### src/rtl/d_fd_reg.sv
// F/D pipeline register of the 5-stage MIPS core. It captures the fetch PC and
// instruction, converts fetch address errors to AdEL, tags delay slots and counts accepted fetches.
module d_fd_reg #(
  parameter logic [31:0] RESET_PC   = 32'h0000_3000,
  parameter logic [31:0] HANDLER_PC = 32'h0000_4180,
  parameter logic [4:0]  EXC_ADEL   = 5'd4
) (
  input  logic        clk,
  input  logic        reset,
  input  logic        en,
  input  logic        req,
  input  logic [31:0] F_pc,
  input  logic [31:0] F_instr,
  input  logic        F_adel,
  input  logic        D_is_bj,
  output logic [31:0] D_pc,
  output logic [31:0] D_instr,
  output logic [4:0]  D_exccode,
  output logic        D_bd,
  output logic        D_valid,
  output logic [31:0] fetch_cnt
);

  logic [31:0] pc_q, pc_d;
  logic [31:0] instr_q, instr_d;
  logic [4:0]  exccode_q, exccode_d;
  logic        bd_q, bd_d;
  logic        valid_q, valid_d;
  logic [31:0] fetch_cnt_q, fetch_cnt_d;

  // Next-state selection: flush beats advance, advance beats hold.
  always_comb begin
    pc_d        = pc_q;
    instr_d     = instr_q;
    exccode_d   = exccode_q;
    bd_d        = bd_q;
    valid_d     = valid_q;
    fetch_cnt_d = fetch_cnt_q;
    if (req) begin
      pc_d      = HANDLER_PC;
      instr_d   = 32'h0000_0000;
      exccode_d = 5'd0;
      bd_d      = 1'b0;
      valid_d   = 1'b0;
    end else if (en) begin
      // A faulting fetch keeps its PC for EPC but carries a nop instead of the word.
      pc_d        = F_pc;
      valid_d     = 1'b1;
      bd_d        = D_is_bj;
      fetch_cnt_d = fetch_cnt_q + 32'd1;
      if (F_adel) begin
        instr_d   = 32'h0000_0000;
        exccode_d = EXC_ADEL;
      end else begin
        instr_d   = F_instr;
        exccode_d = 5'd0;
      end
    end else begin
      pc_d = pc_q;
    end
  end

  // State register with synchronous reset.
  always_ff @(posedge clk) begin
    if (reset) begin
      pc_q        <= RESET_PC;
      instr_q     <= 32'h0000_0000;
      exccode_q   <= 5'd0;
      bd_q        <= 1'b0;
      valid_q     <= 1'b0;
      fetch_cnt_q <= 32'd0;
    end else begin
      pc_q        <= pc_d;
      instr_q     <= instr_d;
      exccode_q   <= exccode_d;
      bd_q        <= bd_d;
      valid_q     <= valid_d;
      fetch_cnt_q <= fetch_cnt_d;
    end
  end

  assign D_pc      = pc_q;
  assign D_instr   = instr_q;
  assign D_exccode = exccode_q;
  assign D_bd      = bd_q;
  assign D_valid   = valid_q;
  assign fetch_cnt = fetch_cnt_q;

endmodule
### config.mk
export PLATFORM = sky130hd
export DESIGN_NAME = d_fd_reg
export DESIGN_NICKNAME = d
export VERILOG_FILES = /design/src/rtl/d_fd_reg.sv
export SDC_FILE = /design/constraint.sdc
export NUM_CORES = 1
export LEC_CHECK = 0
export CAP_MARGIN = 20
export CORE_MARGIN = 5
export CORE_UTILIZATION = 30
export DETAILED_ROUTE_END_ITERATION = 8
export PLACE_DENSITY = 0.61
export SYNTH_ARGS = -nofsm -noshare
export SYNTH_HDL_FRONTEND = slang
export SYNTH_SLANG_ARGS = --single-unit
### constraint.sdc
create_clock -name clk -period 2.8 [get_ports clk]
set_clock_uncertainty 0.05 [all_clocks]
set_input_delay 0.42 -clock clk [delete_from_list [all_inputs] [get_ports clk]]
set_output_delay 0.42 -clock clk [all_outputs]
set_load 0.03 [all_outputs]
Word level (Yosys, flattened, before mapping)
Index checks and enable logic that the tools add are counted.
{"block": "classes", "addsub": 1, "n_mux": 4, "n_reduce_logical": 3, "bitwise_logic": 1}
{"cell": "$add A32 B1 Y32 const B", "n": 1}
{"cell": "$mux W32", "n": 1}
{"cell": "$mux W15", "n": 2}
{"cell": "$mux W3", "n": 1}
{"cell": "$reduce_and A2 Y1", "n": 1}
{"cell": "$reduce_bool A2 Y1", "n": 1}
{"cell": "$reduce_or A2 Y1", "n": 1}
{"cell": "$not A1 Y1", "n": 1}
{"block": "word_totals", "input_bits": 70, "regBits": 103, "output_inout_bits": 103, "word_cells": 16}

Logic depth before layout (Yosys ltp)
Gate-level depths: netlist (run 1).
{"block": "logic_depth", "ltp_word": 2, "depth_mapped": 7, "mapped_depth_nobuf": 6}

Worst setup path before layout (run 1)
Ideal clock, no wire load.
{"block": "synth_path", "path_kind": "register -> register", "start": "register fetch_cnt_q[4], in the netlist fetch_cnt[4]", "end": "register fetch_cnt_q[31], in the netlist fetch_cnt[31]", "period_less_slack_ps": 1979, "t_arrival_ps": 1859, "n_path_buf": 0, "setup_slack_ps": 821, "required_time_ps": 2680, "stages_incl_launch_ff": 6, "path_cell_list": "dfxtp_1 > nand4_1 > nor4_4 > nand2_2 > or3_1 > a21oi_1"}
{"block": "synth_between", "elab_chain_cells": 1}
{"item": "start: declaration", "line": "29", "source": "logic [31:0] fetch_cnt_q, fetch_cnt_d;"}
{"item": "start signal: assignment", "line": "78", "source": "fetch_cnt_q <= fetch_cnt_d;"}
{"item": "$add A32 B1 Y32", "line": "50", "source": "fetch_cnt_d = fetch_cnt_q + 32'd1;"}
Every way passes these cells.
A chain may end at the register's enable or synchronous reset.

Final worst setup path (run 1)
{"block": "layout_path", "start": "input req", "end": "register fetch_cnt_q[31], in the netlist fetch_cnt[31]"}
{"block": "layout_between", "elab_chain_cells": 2}
{"item": "start: declaration", "line": "11", "source": "input logic req,"}
{"item": "$not A1 Y1 (no source line)"}
{"item": "$reduce_and A2 Y1 (no source line)"}
Every way passes these cells.

==> results of run 1 <==
[cell type report]
class                      count  area [µm²]
fill                        1207        6550
sequential                    99        1980
multi-input combinational    294        1750
timing repair buffer         176        1750
clock buffer                   9         225
tap                          172         215
clock inverter                 7         140
inverter                       3        11.3
[power groups by stage]
stage	Combinational [mW]	Sequential, mW	Clock, mW
final	0.357	1.46	1.49
after global routing	0.382	1.46	1.59
after CTS	0.361	1.46	1.53
after detailed placement	0.360	1.49	0
after global placement	0.353	1.49	0
after floorplan	0.118	1.55	0
[worst paths after layout]
kind	end	slack, ps
hold / removal	D_valid$_SDFFE_PP0P_	420
setup reg to reg	fetch_cnt[23]$_SDFFE_PP0P_	970
hold reg to reg	D_valid$_SDFFE_PP0P_	420
setup / recovery	fetch_cnt[31]$_SDFFE_PP0P_	740
[cells in the final DEF (no fill, tap or decap), drive strengths merged, types with 4 or more instances in the layout]
master | netlist | final
a21oi | 33 | 33
nor2 | 102 | 102
nor2b | 37 | 37
bufinv | 0 | 4
buf | 9 | 9
dfxtp | 99 | 99
xor2 | 25 | 25
xnor2 | 5 | 5
conb | 1 | 4
clkbuf | 20 | 9
nand2 | 9 | 9
nand4 | 20 | 20
nand3 | 6 | 6
mux2i | 32 | 32
clkdlybuf4s50 | 0 | 167
[cell families after synthesis]
family                   count (synthesis)  synth area share
adder cells (fa/ha/maj)                  1           0.00324
AO/OA/AOI/OAI                           39            0.0537
XOR/XNOR                                30            0.0680
multiplexers                            32            0.0828
AND/OR/NAND/NOR                        188             0.241
other                                    1          0.000970
buffers and inverters                   32            0.0379
flip-flops                              99             0.513
[per-layer routing]
layer,global-route usage,up-vias,share of wire
li1,-,1714,-
met1,0.167,1579,0.42
met2,0.231,98,0.49
met3,0.0430,15,0.077
met4,0.0561,0,0.016
met5,0,-,0
[registers in the layout, summed over array words and instances (netlist names)]
name       cells
D_instr       32
D_pc          32
fetch_cnt     32
D_bd           1
D_exccode      1
D_valid        1
[through the flow]
| step | worst slack [ps] | hold slack (ps) |
|---|---|---|
| floorplan | 821 | 474 |
| global placement | 365 | 395 |
| detailed placement | 405 | 415 |
| CTS | 752 | 429 |
| global route | 656 | 465 |
| finish | 743 | 423 |
[worst register-to-register path, delay by kind of cell (launching register included)]
family,cells,cell delay [ps]
simple gates,4,1080
flops,1,410
xor+xnor,1,170
==> out/qor.yml, run 1 <==
power_mw: 3.30
seq_area_frac_synth: 0.513
intPower_mw: 2.58
p_comb_frac: 0.108
fmax_ghz: 0.486
min_period_ps: 2060
clock_power_share: 0.451
dieArea_um2: 15300
grt_antenna_before_repair: 0
clockRootBuffer: "clkbuf_16"
ys_ff_latch: 99
synth.top_cell.area_share: 0.513
reg2reg_depth: 5
clk_pin_slew_worst_paths_ps: 70
cap_violations: 0
holdPathStages: 2
antenna_left: 0
crit_path_start_kind: "input pin"
wl_per_cell_um: 14.2
fin_crit_sh: 0.735
cts_buffer_depth: 2
post_cts_resized: 0
routed_wl_um: 10800
synthArstFlopShare: 0
hold_viol_final: 0
cts_buffers: 9
overflow: 0
place_area_um2: 5710
worst-path-stages: 7
design_area_um2: 6070
syn_inst: 422
netSwitchingPower_mw: 0.721
grt_first_pass_wirelength_um: 16600
ys_warn_count: 0
clkSinkCount: 99
grt_max_degree: 52
cts_htree_levels: 3
drt_iter0_markers: 145
hold_class: "flop to flop"
critPathMaxFanout: 10
chipHeight_um: 124
placedCellCount: 744
vias_per_cell: 4.48
place.gp.congestion: 0.771
clk_latency_ps: 340
ir_worst_vdd_v: 0.000291
synth_edf_count: 0
ys_top_cells_by_area: "dfxtp_1 (51%), nor2_1 (9.9%), mux2i_1 (8.3%)"
cp-end-kind: "flop"
vias: 3406
outcome: "finished, final reports clean"
cp.arrival_ps: 2280
diodes: 0
final_net_count: 654
netSwitchingFraction: 0.218
yosys-top-cells-count: "nor2_1 (102), dfxtp_1 (99), nor2b_1 (37)"
postCtsSetupBuffers: 0
instances_no_fill: 760
dr.pass1.iters: 4
grt_usage: 0.139
cp_top_family: "simple AND/OR/NAND/NOR gates"
area_growth_pct: 57.1
drc: 0
synth_flop_cell: "dfxtp_1"
power_density_nw_per_um2: 544
rsz0062_at_grt: "false"
cpPeakStageDelay_ps: 520
seq_power_share: 0.441
path_cells: "clkdlybuf4s50_1 > nand4b_4 > nor4_4 > buf_4 > nand2_2 > or3_1 > a21oi_1"
relSlewSlack: 0.517
start_util: 0.306
yosys.area.top_type: "dfxtp_1"
path_buf_inv: 2
io_buffers: 168
layout-drive-gt1-share: 0.0510
placementRows: 41
r2r_start: "fetch_cnt[14]$_SDFFE_PP0P_"
grt_pass1_vias: 3328
syn_area_per_cell_um2: 9.16
tns_ps: 0
synth.cell_area_um2: 3870
worstSetupPathType: "input pin to flop"
ctsHoldBuffers: 0
crit_start: "req"
pin_count: 173
crit_slowest_cell: "clkdlybuf4s50_1"
finalSetupViolations: 0
crit_required_ps: 3020
core_area_um2: 12600
utilization: 0.481
synth.distinct_cells: 31
synth.most_common_cell: "nor2_1"
tightest_slew_ps: 718
dp_hpwl_um: 7870
min-delay-start: "D_valid$_SDFFE_PP0P_"
p_leak_nw: 2.30
slew_viol_final: 0
dieWidth_um: 124
cts_tree: "yes"
No activity file was read; power rests on OpenSTA's default activity.
==> inputs of run 2 (changes only) <==
==> constraint.sdc (replaced) <==
create_clock -name clk -period 2.1 [get_ports clk]
set_clock_uncertainty 0.05 [all_clocks]
set_input_delay 0.315 -clock clk [delete_from_list [all_inputs] [get_ports clk]]
set_output_delay 0.315 -clock clk [all_outputs]
set_load 0.03 [all_outputs]
==> run 2 against run 1 <==
Effect of this change: sequential power up 33%; sequential share of layout area up 0.23 points; critical path type is now flop to output port; via count down 1.1%; core utilization down 0.34 points; total power up 26%.
==> out/qor.yml, run 2 (synthesized netlist as in run 1, its figures left out) <==
seq_power_share: 0.467
vias: 3370
grt_usage: 0.136
intPower_mw: 3.24
rsz0062_at_grt: "false"
drt_iter0_markers: 107
tns_ps: 0
path_cells: "clkdlybuf4s50_1"
p_comb_frac: 0.115
clkSinkCount: 99
dr.pass1.iters: 5
hold_viol_final: 0
drc: 0
cts_tree: "yes"
antenna_left: 0
final_net_count: 654
min-delay-start: "D_valid$_SDFFE_PP0P_"
start_util: 0.306
cp_top_family: "buffers and inverters"
clk_pin_slew_worst_paths_ps: 60
dieArea_um2: 15300
postCtsSetupBuffers: 0
grt_first_pass_wirelength_um: 16500
cp-end-kind: "output port"
overflow: 0
path_buf_inv: 1
chipHeight_um: 124
ctsHoldBuffers: 0
io_buffers: 168
diodes: 0
fmax_ghz: 0.529
min_to: "D_valid$_SDFFE_PP0P_"
vias_per_cell: 4.44
critPathMaxFanout: 7
holdPathStages: 2
p_leak_nw: 2.28
cts_buffer_depth: 2
power_density_nw_per_um2: 688
place.gp.congestion: 0.770
cts_htree_levels: 3
cpPeakStageDelay_ps: 740
core_area_um2: 12600
pin_count: 173
mostFrequentLayoutCells: "clkdlybuf4s50_1 (167), nor2_1 (102), dfxtp_1 (99), nor2b_1 (36), a21oi_1 (33)"
dieWidth_um: 124
grt_antenna_before_repair: 0
wl_per_cell_um: 14.0
power_mw: 4.15
crit_required_ps: 1740
crit_path_start_kind: "flop"
clockRootBuffer: "clkbuf_16"
fin_crit_sh: 0.901
r2r_start: "fetch_cnt[4]$_SDFFE_PP0P_"
finalSetupViolations: 0
hold_class: "flop to flop"
dp_hpwl_um: 7790
final_common_cell: "clkdlybuf4s50_1"
crit_slowest_cell: "clkdlybuf4s50_1"
clk_latency_ps: 330
cp.arrival_ps: 1530
post_cts_resized: 0
area_growth_pct: 56.0
layout-drive-gt1-share: 0.0443
grt_pass1_vias: 3272
worstSetupPathType: "flop to output port"
slew_viol_final: 0
reg2reg_to: "fetch_cnt[13]$_SDFFE_PP0P_"
ir_worst_vdd_v: 0.000477
outcome: "finished, final reports clean"
placementRows: 41
min_period_ps: 1890
netSwitchingPower_mw: 0.916
reg2reg_depth: 6
cap_violations: 0
cts_buffers: 9
netSwitchingFraction: 0.221
grt_max_degree: 73
clock_power_share: 0.417
rrSetupSlack_ps: 390
routed_wl_um: 10700
==> run 2: worst max-delay path by stage <==
stage	startpoint	end	slack (ps)	cells past startpoint
floorplan	fetch_cnt[4]$_SDFFE_PP0P_	fetch_cnt[31]$_SDFFE_PP0P_	120	5
global placement	req	fetch_cnt[29]$_SDFFE_PP0P_	90	7
detailed placement	req	fetch_cnt[13]$_SDFFE_PP0P_	60	7
CTS	fetch_cnt[10]$_SDFFE_PP0P_	fetch_cnt[10]	170	1
global route	fetch_cnt[10]$_SDFFE_PP0P_	fetch_cnt[10]	150	1
finish	fetch_cnt[10]$_SDFFE_PP0P_	fetch_cnt[10]	210	1
==> run 2: metrics by stage <==
step           instances  setup WS (ps)  cell area [µm²]  hold slack, ps   util
3_5_place_dp         744           62.9             5720             423  0.453
6_report             759            209             6030             431  0.478
4_1_cts              759            172             6030             437  0.478
2_1_floorplan        425            121             3880             369      -
3_3_place_gp         744           94.1             5720             396  0.453
5_1_grt              759            147             6030             468  0.478
==> run 2: layout make-up <==
cell class	count	area, µm²
clock buffers	13	250
clock inverters	2	60.1
fillers	1235	6590
inverters	3	11.3
multi-input cells	294	1750
flip-flops and latches	99	1980
well taps	172	215
repair buffers	176	1760
==> run 2: metal layers <==
| layer | wire length (µm) | vias to the layer above | global-route usage |
|---|---|---|---|
| met1 | 4640 | 1551 | 0.168 |
| met4 | 140 | 0 | 0.0547 |
| met2 | 5130 | 106 | 0.226 |
| li1 | - | 1704 | - |
| met5 | 0 | - | 0 |
| met3 | 746 | 9 | 0.0357 |
==> run 2: power groups by stage <==
| stage | Combinational [mW] | Clock [mW] | Sequential [mW] |
|---|---|---|---|
| 6_report | 0.478 | 1.73 | 1.94 |
| 5_1_grt | 0.513 | 1.85 | 1.94 |
| 3_5_place_dp | 0.484 | 0 | 1.98 |
| 2_1_floorplan | 0.157 | 0 | 2.06 |
| 3_3_place_gp | 0.480 | 0 | 1.98 |
| 4_1_cts | 0.485 | 1.79 | 1.94 |
==> run 2: worst register-to-register path: cells and delay by family, from the launching register on <==
| family | cells | cell delay, ps |
|---|---|---|
| AND/OR/NAND/NOR | 4 | 720 |
| flip-flops | 1 | 430 |
| buffers and inverters | 1 | 220 |
| XOR/XNOR | 1 | 160 |
